<file path="config.mk">
export PLATFORM = sky130hd
export DESIGN_NAME = serial_sub
export DESIGN_NICKNAME = d
export VERILOG_FILES = /design/src/rtl/serial_sub.sv
export SDC_FILE = /design/constraint.sdc
export NUM_CORES = 1
export LEC_CHECK = 0
export ABC_AREA = 1
export BUFFER_PORTS_ARGS = -buffer_cell sky130_fd_sc_hd__buf_2
export CAP_MARGIN = 10
export CELL_PAD_IN_SITES_DETAIL_PLACEMENT = 0
export CELL_PAD_IN_SITES_GLOBAL_PLACEMENT = 2
export CORE_AREA = 3 3 56 110
export DETAILED_ROUTE_END_ITERATION = 8
export DIE_AREA = 0 0 59 113
export PLACE_DENSITY = 0.85
export SLEW_MARGIN = 30
export SYNTH_ARGS = -nofsm -noshare
export SYNTH_HDL_FRONTEND = slang
export SYNTH_SLANG_ARGS = --single-unit
</file>
<file path="constraint.sdc">
create_clock -name clk -period 1.4 [get_ports clk]
set_input_delay 0.28 -clock clk [delete_from_list [all_inputs] [get_ports clk]]
set_output_delay 0.28 -clock clk [all_outputs]
set_load 0.02 [all_outputs]
</file>
<file path="src/rtl/serial_sub.sv">
// serial_sub: bit-serial unsigned subtractor, diff = a - b over WIDTH bits,
// one full-subtractor step per clock, LSB first.
// Optional build macro: SERIAL_SUB_SATURATE_EN clamps a negative result to zero
// (borrow_out still reports the underflow; latency is unchanged).
//
// state | meaning
// ------+-------------------------------------------------------------
// IDLE  | ready=1, waiting for start; operands captured on accept
// SHIFT | one bit per cycle through the two half-subtractor stages
// DONE  | single cycle, valid=1, diff/borrow_out just updated
module serial_sub #(
    parameter int WIDTH = 8
) (
    input  logic             clk,
    input  logic             rst_n,
    input  logic             start,
    input  logic [WIDTH-1:0] a,
    input  logic [WIDTH-1:0] b,
    output logic             ready,
    output logic             valid,
    output logic [WIDTH-1:0] diff,
    output logic             borrow_out
);

    localparam int CW = $clog2(WIDTH + 1);
    localparam logic [CW-1:0] LAST = CW'(WIDTH - 1);

    typedef enum logic [1:0] {
        IDLE  = 2'd0,
        SHIFT = 2'd1,
        DONE  = 2'd2
    } state_t;

    state_t           state;
    logic [WIDTH-1:0] a_sh;
    logic [WIDTH-1:0] b_sh;
    logic [WIDTH-1:0] res;
    logic [WIDTH-1:0] res_next;
    logic             borrow;
    logic [CW-1:0]    count;
    logic             x;
    logic             d;
    logic             bout;

    // Full-subtractor step on the current LSBs; result bit enters at the MSB.
    always_comb begin
        x        = a_sh[0] ^ b_sh[0];
        d        = x ^ borrow;
        bout     = (~a_sh[0] & b_sh[0]) | (~x & borrow);
        res_next = res >> 1;
        res_next[WIDTH-1] = d;
    end

    // Sequencer and datapath registers; outputs are loaded on the step
    // that completes the last bit so they are valid throughout DONE.
    always_ff @(posedge clk or negedge rst_n) begin
        if (!rst_n) begin
            state      <= IDLE;
            ready      <= 1'b1;
            valid      <= 1'b0;
            diff       <= '0;
            borrow_out <= 1'b0;
            a_sh       <= '0;
            b_sh       <= '0;
            res        <= '0;
            borrow     <= 1'b0;
            count      <= '0;
        end else begin
            case (state)
                IDLE: begin
                    valid <= 1'b0;
                    if (start) begin
                        a_sh   <= a;
                        b_sh   <= b;
                        res    <= '0;
                        borrow <= 1'b0;
                        count  <= '0;
                        ready  <= 1'b0;
                        state  <= SHIFT;
                    end
                end
                SHIFT: begin
                    a_sh   <= a_sh >> 1;
                    b_sh   <= b_sh >> 1;
                    res    <= res_next;
                    borrow <= bout;
                    count  <= count + CW'(1);
                    if (count == LAST) begin
`ifdef SERIAL_SUB_SATURATE_EN
                        diff <= bout ? '0 : res_next;
`else
                        diff <= res_next;
`endif
                        borrow_out <= bout;
                        valid      <= 1'b1;
                        state      <= DONE;
                    end
                end
                DONE: begin
                    valid <= 1'b0;
                    ready <= 1'b1;
                    state <= IDLE;
                end
                default: begin
                    valid <= 1'b0;
                    ready <= 1'b1;
                    state <= IDLE;
                end
            endcase
        end
    end

endmodule

</file>
# Word level (Yosys, flattened, before mapping)
# Index checks and enable logic that the tools add are counted.
# W data, S select, Z words.
# classes
muxes	16
div_mod_pow	0
n_lt_le_gt_ge	0
n_mul	0
n_addsub	1
bitwise_logic	8
eq_ne	4
shift	0
reduce_logical	6
# op_table
op	n
$pmux W8 S2	3
$mux W8	3
$pmux W4 S2	1
$reduce_and A2 Y1	4
$add A4 B1 Y4 const B	1
$eq A4 B3 Y1 const B	1
$mux W2	2
$mux W4	1
$ne A2 B2 Y1 const B	2
$pmux W1 S2	2
$pmux W2 S2	1
$mux W1	3
$not A1 Y1	3
$and A1 B1 Y1	2
$eq A2 B1 Y1 const B	1
$logic_not A2 Y1	1
$reduce_bool A2 Y1	1
$xor A1 B1 Y1	2
$or A1 B1 Y1	1
# totals
latch_bits	0
regBits	42
word_cells	45
ram_bits	0
input_bits	19
out_inout_bits	11
rom_bits	0
mem_count	0

# Depth between registers and ports, before layout
# depth
ltp_word	5
depth_mapped	6

# Worst setup path before layout
# Ideal clock, no wire load.
# synth_timing
path_kind	register -> register
startpoint	reg count[0]
endpoint	reg valid
arrival_time_ns	1.008
slack_ns	0.260
t_required_ns	1.269
setup_ns	0.131
path_stages_with_launch	7
path_cell_list	dfrtp_1 -> ha_1 -> nand2_1 -> nor2_2 -> buf_4 -> nor2_1 -> nor2_1
# synth_between
elab_chain_cells	2
# synth_rtl
item	line_no	source
start: declaration	40	logic [CW-1:0] count;
start signal: assignment	87	count <= count + CW'(1);
$eq A4 B3 Y1	88	if (count == LAST) begin
$ne A2 B2 Y1 (no line)	n/a	
end signal: assignment	95	valid <= 1'b1;
end signal: assignment	100	valid <= 1'b0;
end signal: assignment	105	valid <= 1'b0;
end: declaration	20	output logic valid,
# No other way between the ends.
# A chain may end at the register's enable or synchronous reset.

# Worst setup path after layout
# layout_timing
startpoint	reg ready
endpoint	out ready
# layout_rtl
item	line_no	source
start: declaration	19	output logic ready,
start signal: assignment	59	ready <= 1'b1;
start signal: assignment	78	ready <= 1'b0;
start signal: assignment	101	ready <= 1'b1;
# No word-level cell between the ends.

==> flow_summary.yaml <==
status:
  outcome: "completed"
placement:
  io_buffers: 29
  hpwl_mm: 2.49
  place_congestion: 0.690
  preCtsSetupSlack_ns: 0.187
worst_setup_path:
  r2r_cells: 6
  slowest_delay_ns: 0.54
  r2r-start: "count[0]$_DFFE_PN0P_"
  cpLargestDelayFamily: "flip-flops"
  path_class: "reg -> out"
  arrival_ns: 0.98
  endpoint_kind: "primary output"
  cp-start-kind: "flop"
  crit_path_max_fanout: 2
  critPathBufInv: 1
  r2r-end: "borrow_out$_DFFE_PN0P_"
  path_cells: "buf_2"
  slowest_stage: "dfstp_2"
  r2r_slack_ns: 0.19
  worstPathRequired_ns: 1.12
timing:
  worstMarginPinSlew_ns: 0.404
  setup_viol_count_final: 0
  final.setup.tns_ns: 0
  rsz0062_at_grt: "no"
  finClkSkew_ns: 0.00299
  relSlewSlack_pct: 73.0
  finalCriticalPeriod_ns: 1.26
  worst_slack_ns: 0.138
  whs_ns: 0.183
  finalCritPeriodShare_pct: 90.1
  maxSlewViolCount: 0
  fmax_ghz: 0.793
  hold_viol_final: 0
clock_tree:
  post-cts-setup-buffers: 0
  root_buffer: "clkbuf_8"
  post_cts_resized: 0
  clk_latency_ns: 0.29
  cts_tree: "done"
  cts.path.max_buffers: 2
  cts_made_buffers: 5
  cts_max_level: 2
  cts.sinks: 41
  postCtsHoldBufs: 1
  clk_pin_slew_worst_paths_ns: 0.08
synth:
  yosysWarnings: 0
  syn_inst: 197
  yosys.area_share.simple_pct: 33.6
  synth_top_family_by_area: "simple AND/OR/NAND/NOR gates"
  synthAdderAreaFrac_pct: 1.86
  muxShareOfSynthArea_pct: 0
  synth.distinct_cells: 22
  synth_compound_area_share_pct: 1.36
  synth_seq_cells: 41
  seq_area_frac_synth_pct: 58.6
  yosys-top-cells-count: "nand2_1 (71), nand3_1 (50), dfrtp_1 (40), buf_2 (6), nor2_1 (6)"
  yosys.cell_count.top_type: "nand2_1"
  syn_nets: 218
  syn_avg_cell_area_um2: 8.89
  yosysTopAreaCellShare_pct: 57.1
  syn-cell-area_mm2: 0.00175
  synth_xor_area_share_pct: 0
  synthArstFlopShare_pct: 100
  synth_top_cell_by_area: "dfrtp_1"
  synth_area_leaders: "dfrtp_1 (57%), nand2_1 (15%), nand3_1 (14%)"
  synth-edff-count: 0
  synthFlopType: "dfrtp_1"
job:
  maxCapViolCount: 0
die:
  io_pins: 30
  die_h_um: 113
  start_util_pct: 32.3
  core-area_mm2: 0.00542
  rows: 38
  die_area_mm2: 0.00667
  die_x_um: 59
power_and_ir_drop:
  power.leakage_nw: 1.11
  irDropWorstVdd_mv: 0.986
  power_density_mw_per_mm2: 2200
layout:
  fin_util_pct: 38.7
  fill_cells: 622
  multi_input_area_um2: 646
  seq_area_mm2: 0.00103
  nNetsFinal: 253
  area_delta_synth_final_pct: 19.9
  layout-drive-gt1-share_pct: 22.7
  n_antenna_cell: 0
route:
  drt_iter0_drc: 28
  drtAntennaViolNets: 0
  viasPerCell: 4.75
  drt-wirelength-per-cell_um: 12.7
  first_pass_iters: 4
  post-route-drc-count: 0
  vias: 1392
  drt-total-wl_mm: 3.71
global_routing:
  grt_pass1_vias: 1489
  grt-ovfl-total: 0
  grt_util_all_layers_pct: 13.1
  grt_max_degree: 42
  grt_pass1_wl_mm: 6.78
  antenna_found_initial: 0
hold_path:
  min_path_cells: 3
  min_from: "b[7]"
  hp-class: "in -> reg"
  min_to: "b_sh[7]$_DFFE_PN0P_"
cell type report:
type	instances	area share [%]
Clock buffer	7	4.59
Clock inverter	1	0.238
Inverter	6	1.07
Multi-Input combinational cell	140	30.8
Sequential cell	41	48.9
Tap cell	60	3.58
Timing Repair Buffer	38	10.8
kinds of logic after synthesis:
group | count (synthesis)
simple gates | 134
flops | 41
buf+inv | 16
compound gates | 4
fa+ha+maj | 2
how the worst max path moves through the flow:
stage	start	end	slack [ns]	depth (start not counted)
after global placement	state[1]$_DFFE_PN0P_	count[2]$_DFFE_PN0P_	0.22	6
after detailed placement	count[0]$_DFFE_PN0P_	borrow_out$_DFFE_PN0P_	0.19	6
after CTS	ready$_DFFE_PN1P_	ready	0.12	1
final	ready$_DFFE_PN1P_	ready	0.14	1
after global routing	state[1]$_DFFE_PN0P_	count[2]$_DFFE_PN0P_	0.04	6
after floorplan	count[0]$_DFFE_PN0P_	valid$_DFFE_PN0P_	0.26	6
per-stage QoR:
stage	std cells	cell area, µm²	power, mW
after detailed placement	284	1990	3.84
final	293	2100	4.62
after CTS	293	2100	4.73
after global placement	284	1990	3.81
after floorplan	197	1750	3.25
after global routing	293	2100	5.07
registers in the layout, summed over array words and instances (netlist names):
| register | count |
|---|---|
| res | 7 |
| ready | 1 |
| diff | 8 |
| valid | 1 |
| count | 4 |
| b_sh | 8 |
| a_sh | 8 |
| borrow | 1 |
| state | 2 |
| borrow_out | 1 |
layout by cell type (no fill, tap or decap), drive strengths merged:
| cell type | synthesis | final |
|---|---|---|
| inv | 6 | 6 |
| a21oi | 1 | 1 |
| ha | 1 | 1 |
| nand3 | 50 | 50 |
| nand2 | 74 | 74 |
| nand4 | 1 | 1 |
| nand3b | 1 | 1 |
| clkinv | 0 | 1 |
| nor2 | 8 | 8 |
| dfstp | 1 | 1 |
| dfrtp | 40 | 40 |
| fa | 1 | 1 |
| o21ai | 1 | 1 |
| buf | 8 | 37 |
| dlygate4sd3 | 0 | 1 |
| clkbuf | 2 | 7 |
| o22ai | 1 | 1 |
| o21bai | 1 | 1 |
power breakdown:
group | switching, mW | leakage (nW) | internal [mW]
logic | 1.09 | 0.529 | 0.647
clock network | 0.401 | 0.0542 | 0.446
registers | 0.325 | 0.522 | 1.71
per-layer routing:
metal | track usage, % | share of wire [%] | up-vias
met3 | 2.51 | 3.2 | 6
met4 | 5.90 | 2.3 | 0
met5 | 0 | 0 | -
met2 | 22.1 | 54 | 20
li1 | - | - | 708
met1 | 15.5 | 41 | 658
Note: power is estimated with default switching activity, not from simulation.
